## src/rtl/prio_arbiter_pkg.sv

```systemverilog
// Shared types and helpers for the registered priority arbiter.
// The state encoding and index-width function are used by prio_arbiter and prio_sel.
package prio_arbiter_pkg;

  typedef enum logic [0:0] {
    IDLE  = 1'b0,
    GRANT = 1'b1
  } state_t;

  // Width of a binary requester index; never below one bit.
  function automatic int idx_w(input int n);
    if (n <= 2) begin
      return 1;
    end else begin
      return $clog2(n);
    end
  endfunction

endpackage

```

## src/rtl/prio_sel.sv

```systemverilog
// Combinational N-bit priority selector: the first set request found searching
// downward from start (wrapping 0 -> N-1) wins; fixed mode always starts at N-1.
module prio_sel
  import prio_arbiter_pkg::*;
#(
  parameter int N     = 4,
  parameter int IDX_W = idx_w(N)
) (
  input  logic [N-1:0]     req,
  input  logic [IDX_W-1:0] start,
  input  logic             rr,
  output logic             any,
  output logic [IDX_W-1:0] idx
);

  int               start_s;
  int               pos_s;
  logic [IDX_W-1:0] pos_idx_s;

  // Walk the N candidate positions in priority order and keep the first hit.
  always_comb begin
    any       = 1'b0;
    idx       = {IDX_W{1'b0}};
    start_s   = rr ? int'(start) : (N - 1);
    pos_s     = 0;
    pos_idx_s = {IDX_W{1'b0}};
    for (int k = 0; k < N; k++) begin
      pos_s = start_s - k;
      if (pos_s < 0) begin
        pos_s = pos_s + N;
      end else begin
        pos_s = pos_s;
      end
      pos_idx_s = pos_s[IDX_W-1:0];
      if (!any && req[pos_idx_s]) begin
        any = 1'b1;
        idx = pos_idx_s;
      end else begin
        any = any;
      end
    end
  end

endmodule

```

## src/rtl/prio_arbiter.sv

```systemverilog
// Registered fixed-priority / round-robin arbiter: grant is locked until ack,
// with back-to-back re-arbitration on ack when new requests are pending.
module prio_arbiter
  import prio_arbiter_pkg::*;
#(
  parameter int N  = 4,
  parameter int RR = 0
) (
  input  logic                  clk,
  input  logic                  reset,
  input  logic                  en,
  input  logic [N-1:0]          req,
  input  logic                  ack,
  output logic                  valid,
  output logic [idx_w(N)-1:0]   grant_idx,
  output logic [N-1:0]          grant_oh
);

  localparam int               IDX_W    = idx_w(N);
  localparam logic [IDX_W-1:0] IDX_LAST = IDX_W'(N - 1);
  localparam logic [IDX_W-1:0] IDX_ONE  = IDX_W'(1'b1);
  localparam logic             RR_MODE  = (RR != 0);

  state_t           state_r, state_s;
  logic [IDX_W-1:0] ptr_r, ptr_s;
  logic             valid_r, valid_s;
  logic [IDX_W-1:0] idx_r, idx_s;
  logic [N-1:0]     oh_r, oh_s;
  logic [IDX_W-1:0] ptr_dec_s;
  logic [IDX_W-1:0] sel_start_s;
  logic             sel_any_s;
  logic [IDX_W-1:0] sel_idx_s;

  function automatic logic [N-1:0] to_onehot(input logic [IDX_W-1:0] i);
    return {{(N-1){1'b0}}, 1'b1} << i;
  endfunction

  // On ack the pointer moves just below the current winner, wrapping 0 -> N-1,
  // and a back-to-back decision must already see that updated pointer.
  assign ptr_dec_s   = (idx_r == {IDX_W{1'b0}}) ? IDX_LAST : (idx_r - IDX_ONE);
  assign sel_start_s = (state_r == GRANT) ? ptr_dec_s : ptr_r;

  prio_sel #(.N(N), .IDX_W(IDX_W)) u_sel (
    .req   (req),
    .start (sel_start_s),
    .rr    (RR_MODE),
    .any   (sel_any_s),
    .idx   (sel_idx_s)
  );

  // Next-state logic for the IDLE/GRANT lock and the grant registers.
  always_comb begin
    state_s = state_r;
    ptr_s   = ptr_r;
    valid_s = valid_r;
    idx_s   = idx_r;
    oh_s    = oh_r;
    case (state_r)
      IDLE: begin
        if (en && sel_any_s) begin
          state_s = GRANT;
          valid_s = 1'b1;
          idx_s   = sel_idx_s;
          oh_s    = to_onehot(sel_idx_s);
        end else begin
          valid_s = 1'b0;
          idx_s   = {IDX_W{1'b0}};
          oh_s    = {N{1'b0}};
        end
      end
      GRANT: begin
        if (ack) begin
          if (RR_MODE) begin
            ptr_s = ptr_dec_s;
          end else begin
            ptr_s = ptr_r;
          end
          if (en && sel_any_s) begin
            valid_s = 1'b1;
            idx_s   = sel_idx_s;
            oh_s    = to_onehot(sel_idx_s);
          end else begin
            state_s = IDLE;
            valid_s = 1'b0;
            idx_s   = {IDX_W{1'b0}};
            oh_s    = {N{1'b0}};
          end
        end else begin
          state_s = GRANT;
        end
      end
      default: begin
        state_s = IDLE;
        valid_s = 1'b0;
        idx_s   = {IDX_W{1'b0}};
        oh_s    = {N{1'b0}};
      end
    endcase
  end

  // State, pointer and output registers with synchronous reset.
  always_ff @(posedge clk) begin
    if (reset) begin
      state_r <= IDLE;
      ptr_r   <= IDX_LAST;
      valid_r <= 1'b0;
      idx_r   <= {IDX_W{1'b0}};
      oh_r    <= {N{1'b0}};
    end else begin
      state_r <= state_s;
      ptr_r   <= ptr_s;
      valid_r <= valid_s;
      idx_r   <= idx_s;
      oh_r    <= oh_s;
    end
  end

  assign valid     = valid_r;
  assign grant_idx = idx_r;
  assign grant_oh  = oh_r;

endmodule

```

## config.mk

```make
export PLATFORM = sky130hd
export DESIGN_NAME = prio_arbiter
export DESIGN_NICKNAME = d
export VERILOG_FILES = /design/src/rtl/prio_arbiter_pkg.sv /design/src/rtl/prio_sel.sv /design/src/rtl/prio_arbiter.sv
export SDC_FILE = /design/constraint.sdc
export NUM_CORES = 1
export LEC_CHECK = 0
export CAP_MARGIN = 20
export CORE_AREA = 2 2 39 41
export CTS_BUF_LIST = sky130_fd_sc_hd__clkbuf_4
export DETAILED_ROUTE_END_ITERATION = 16
export DIE_AREA = 0 0 41 43
export GPL_TIMING_DRIVEN = 1
export PLACE_DENSITY_LB_ADDON = 0.15
export SLEW_MARGIN = 20
export SYNTH_ARGS = -nofsm -noshare
export SYNTH_HDL_FRONTEND = slang
export SYNTH_SLANG_ARGS = --single-unit
export TNS_END_PERCENT = 5
```

## constraint.sdc

```tcl
create_clock -name clk -period 2.1 [get_ports clk]
set_clock_uncertainty 0.1 [all_clocks]
set_input_delay 0.21 -clock clk [delete_from_list [all_inputs] [get_ports clk]]
set_output_delay 0.21 -clock clk [all_outputs]
set_load 0.1 [all_outputs]
```

==> flow_summary.json, run 1 <==
{
  "status": "completed",
  "clock.fmax_ghz": 0.796,
  "yosys_warnings": 0,
  "io_buffers": 14,
  "cap_viol_max_count": 0,
  "antenna_cells": 0,
  "area_growth_pct": 40.1,
  "switching_share": 0.308,
  "wire_per_inst_um": 10.9,
  "ant_nets": 0,
  "cp-start-kind": "primary input",
  "drive_above_1_share": 0.222,
  "grt_pass1_wl_mm": 1.11,
  "initialDrtViolationCount": 6,
  "ir_drop_v": 0.000317,
  "ios": 15,
  "clockBufferDepth": 2,
  "first_pass_iters": 4,
  "route.detailed.drc": 0,
  "fp.dieW_um": 41,
  "final-hold-violation-count": 0,
  "rows": 14,
  "core-area_sq_um": 1380,
  "cp.required_ns": 2.11,
  "synth_seq_area_share": 0.451,
  "setup_tns_ns": 0,
  "multiInputGateArea_sq_um": 158,
  "final_cell_mix": "dfxtp_1 (8), clkdlybuf4s50_1 (7), buf_4 (7)",
  "worstMarginPinSlew_ns": 0.400,
  "htreeDepth": 1,
  "p_seq_frac": 0.444,
  "final_common_cell": "dfxtp_1",
  "postSynthAreaPerCell_sq_um": 9.11,
  "nNetsFinal": 64,
  "fillers": 151,
  "cp_max_fo": 9,
  "dp_cells": 67,
  "powerDensity_nw_per_um2": 735,
  "clkTransAtPathRegs_ns": 0.05,
  "overflow": 0,
  "grt_pass1_vias": 232,
  "final_util": 0.360,
  "antenna_found_initial": 0,
  "rsz0062_at_grt": "no",
  "clk_latency_ns": 0.24,
  "ctsResizeCount": 0,
  "start_util": 0.257,
  "p_switching_uw": 113,
  "finalCritPeriodShare": 0.599,
  "clockRootBuffer": "clkbuf_4",
  "final_cells": 70,
  "synthDistinctLibCells": 16,
  "slew-limit-headroom": 0.734,
  "syn_area_sq_um": 355,
  "cts_hold_buf": 0,
  "critPathKind": "primary input to register",
  "synth_seq_cells": 8,
  "final_max_slew_viol_count": 0,
  "routed_wl_um": 766,
  "dieArea_sq_um": 1760,
  "cts_made_buffers": 3,
  "netlist_instances": 39,
  "post_cts_buffers": 0,
  "vias": 321,
  "gp_congestion": 0.683,
  "viasPerCell": 4.59,
  "clock_sinks": 8,
  "setup_viol": 0,
  "grt_usage": 0.0984,
  "synth_fp_nets": 47,
  "cts_tree": "done",
  "end_kind": "register",
  "p_clk_frac": 0.305,
  "grt_max_degree": 10,
  "min_path_type": "register to register",
  "dp_hpwl_um": 599,
  "fin_crit_ns": 1.26,
  "pwr-share-comb": 0.251,
  "die_h_um": 43,
  "regArea_sq_um": 160,
  "p_int_uw": 253,
  "arrival_ns": 1.27,
  "power_leakage_uw": 0.000204
}
==> synthesized netlist by cell type <==
cell type | number | area [sq um]
a21oi_1 | 5 | 25.0
and2b_1 | 1 | 7.51
buf_6 | 2 | 22.5
dfxtp_1 | 8 | 160
inv_1 | 4 | 15.0
nand2_1 | 4 | 15.0
nand2b_1 | 1 | 6.26
nand2b_4 | 2 | 27.5
nand3_1 | 2 | 10.0
nand4_1 | 2 | 12.5
nor2_1 | 1 | 3.75
nor2b_1 | 1 | 6.26
nor3_1 | 1 | 5.00
nor4_1 | 1 | 6.26
o22ai_1 | 1 | 6.26
o32ai_1 | 3 | 26.3
==> worst paths after layout <==
path | from | to | slack [ns] | depth (start not counted)
max | reset | valid | 0.84 | 4
min | grant_oh[3] | grant_oh[3] | 0.35 | 2
max reg2reg | state_r | grant_oh[1] | 1.03 | 3
min reg2reg | grant_oh[3] | grant_oh[3] | 0.35 | 2
==> per-stage QoR <==
step                instance area [sq um]  total power (uW)  setup slack (ns)  hold slack [ns]
floorplan                             355               231             0.638            0.252
global placement                      475               258             0.597            0.353
detailed placement                    475               258             0.583            0.350
CTS                                   498               376             0.842            0.357
global route                          498               390             0.745            0.374
finish                                498               366             0.843            0.354
==> state kept, by name, indices dropped and copies added, names as in the netlist <==
name / cells
valid: 1
grant_idx: 2
state_r: 1
grant_oh: 4
==> cells by family after synthesis <==
kind of cell,count (synthesis),share of synthesized area
compound gates,9,0.162
flops,8,0.451
buf+inv,6,0.106
simple gates,16,0.282
==> per-layer routing <==
metal	up-vias	wire, um	global-route usage
met5	-	0	0
met4	0	0	0.0200
met1	141	357	0.132
met3	0	60	0.0628
met2	11	348	0.131
li1	169	-	-
==> final cells by class <==
class,instances,share of cell area
inverter,4,0.0302
clock buffer,3,0.0452
timing repair buffer,14,0.246
multi-input combinational,25,0.317
tap,16,0.0402
sequential,8,0.322
==> power by group through the flow <==
stage          registers, uW  clock network (uW)  logic, uW
6_report                 163                 112       91.8
5_1_grt                  163                 130       97.2
4_1_cts                  162                 121       92.6
3_5_place_dp             166                   0       92.2
3_3_place_gp             166                   0       92.2
2_1_floorplan            206                   0       24.8
==> worst max-delay path: stages <==
cell	delay (ns)
clkdlybuf4s50_1	0.65
nand2b_4	0.20
nand2b_4	0.13
o32ai_1	0.08
(Power assumes the default switching activity.)
==> inputs of run 2 (changes only) <==
==> constraint.sdc (replaced) <==
create_clock -name clk -period 1.3 [get_ports clk]
set_clock_uncertainty 0.1 [all_clocks]
set_input_delay 0.13 -clock clk [delete_from_list [all_inputs] [get_ports clk]]
set_output_delay 0.13 -clock clk [all_outputs]
set_load 0.1 [all_outputs]
==> run 2 against run 1 <==
Net effect:
- first-iteration DRC count grew 50%
- setup slack lost 0.68 ns
- design area grew 22%
- register-to-register slack lost 0.77 ns
- critical path type unchanged
- largest power group unchanged
==> flow_summary.json, run 2 (synthesis gave the netlist of run 1 again) <==
{
  "clkTransAtPathRegs_ns": 0.06,
  "first_pass_iters": 4,
  "cts_made_buffers": 3,
  "fin_crit_ns": 1.14,
  "arrival_ns": 1.23,
  "crit_path_start": "ack",
  "rsz0062_at_grt": "no",
  "cts_tree": "done",
  "htreeDepth": 1,
  "dieArea_sq_um": 1760,
  "worstMarginPinSlew_ns": 0.381,
  "end_kind": "register",
  "power_leakage_uw": 0.000240,
  "ir_drop_v": 0.000444,
  "rows": 14,
  "die_h_um": 43,
  "fp.dieW_um": 41,
  "cp.required_ns": 1.40,
  "final_util": 0.440,
  "ant_nets": 0,
  "final-hold-violation-count": 0,
  "wire_per_inst_um": 10.3,
  "dp_hpwl_um": 582,
  "nNetsFinal": 67,
  "grt_max_degree": 10,
  "core-area_sq_um": 1380,
  "clock_sinks": 8,
  "antenna_found_initial": 0,
  "ctsResizeCount": 0,
  "critPathKind": "primary input to register",
  "antenna_cells": 0,
  "crit_path_top_delay_cell": "clkdlybuf4s50_1",
  "slew-limit-headroom": 0.746,
  "ios": 15,
  "final_cell_mix": "dfxtp_1 (7), clkdlybuf4s50_1 (7), buf_12 (7)",
  "cpPeakStageDelay_ns": 0.47,
  "clock.fmax_ghz": 0.878,
  "viasPerCell": 4.62,
  "dp_cells": 70,
  "cp-start-kind": "primary input",
  "finalCritPeriodShare": 0.876,
  "gp_congestion": 0.780,
  "final_max_slew_viol_count": 0,
  "clk_latency_ns": 0.26,
  "start_util": 0.257,
  "route.detailed.drc": 0,
  "vias": 337,
  "final_cells": 73,
  "grt_pass1_vias": 298,
  "grt_pass1_wl_mm": 1.29,
  "cp_max_fo": 9,
  "reg2reg_from": "state_r",
  "grt_usage": 0.115,
  "initialDrtViolationCount": 9,
  "io_buffers": 14,
  "clockBufferDepth": 2,
  "min_path_type": "primary input to register",
  "setup_viol": 0,
  "cap_viol_max_count": 0,
  "routed_wl_um": 753,
  "overflow": 0,
  "drive_above_1_share": 0.281,
  "status": "completed",
  "cts_hold_buf": 0,
  "powerDensity_nw_per_um2": 1060,
  "path_cells": "clkdlybuf4s50_1 > nand2b_1 > nand4_1 > a21oi_1",
  "worstHoldStart": "req[0]",
  "clockRootBuffer": "clkbuf_4",
  "largest_reg_flops": 4,
  "area_growth_pct": 71.5,
  "post_cts_buffers": 0
}
==> run 2: cell count changes in the layout (fill, tap and decap cells not counted), sizes merged <==
cell,before,now
buf,7,10
==> run 2: cell type report <==
| cell class | instances | area, sq um |
|---|---|---|
| fillers | 139 | 774 |
| repair buffers | 17 | 233 |
| flip-flops and latches | 8 | 161 |
| multi-input cells | 25 | 158 |
| clock buffers | 3 | 22.5 |
| well taps | 16 | 20.0 |
| inverters | 4 | 15.0 |
==> run 2: metrics by stage <==
stage | worst slack (ns) | power, uW | hold WS, ns | cell area [sq um] | setup TNS, ns
after floorplan | -0.162 | 374 | 0.172 | 357 | -0.445
after global placement | -0.0978 | 450 | 0.378 | 587 | -0.551
after detailed placement | -0.109 | 451 | 0.379 | 587 | -0.588
after CTS | 0.157 | 647 | 0.387 | 609 | 0
after global routing | 0.0820 | 673 | 0.390 | 609 | 0
final | 0.161 | 643 | 0.380 | 609 | 0
==> run 2: worst paths after layout <==
check                     end  slack, ns  cells past startpoint
setup / recovery  grant_oh[1]       0.16                      4
hold / removal    grant_oh[0]       0.38                      3
setup reg to reg  grant_oh[1]       0.26                      3
hold reg to reg   grant_oh[1]       0.38                      2
==> run 2: power by group <==
group	total [uW]	switching, uW	internal [uW]
combinational	177	102	74.9
sequential	267	9.79	257
clock	199	92.6	106
==> run 2: worst max-delay path: cells and delay by family <==
family / cells / cell delay, ns
buffers and inverters: 1 / 0.47
AND/OR/NAND/NOR: 2 / 0.49
AO/OA/AOI/OAI: 1 / 0.15
==> run 2: routing by layer <==
metal,up-vias,track usage,part of all wire
li1,173,-,-
met1,143,0.158,0.47
met2,17,0.122,0.42
met3,4,0.0471,0.076
met4,0,0.113,0.035
met5,-,0,0
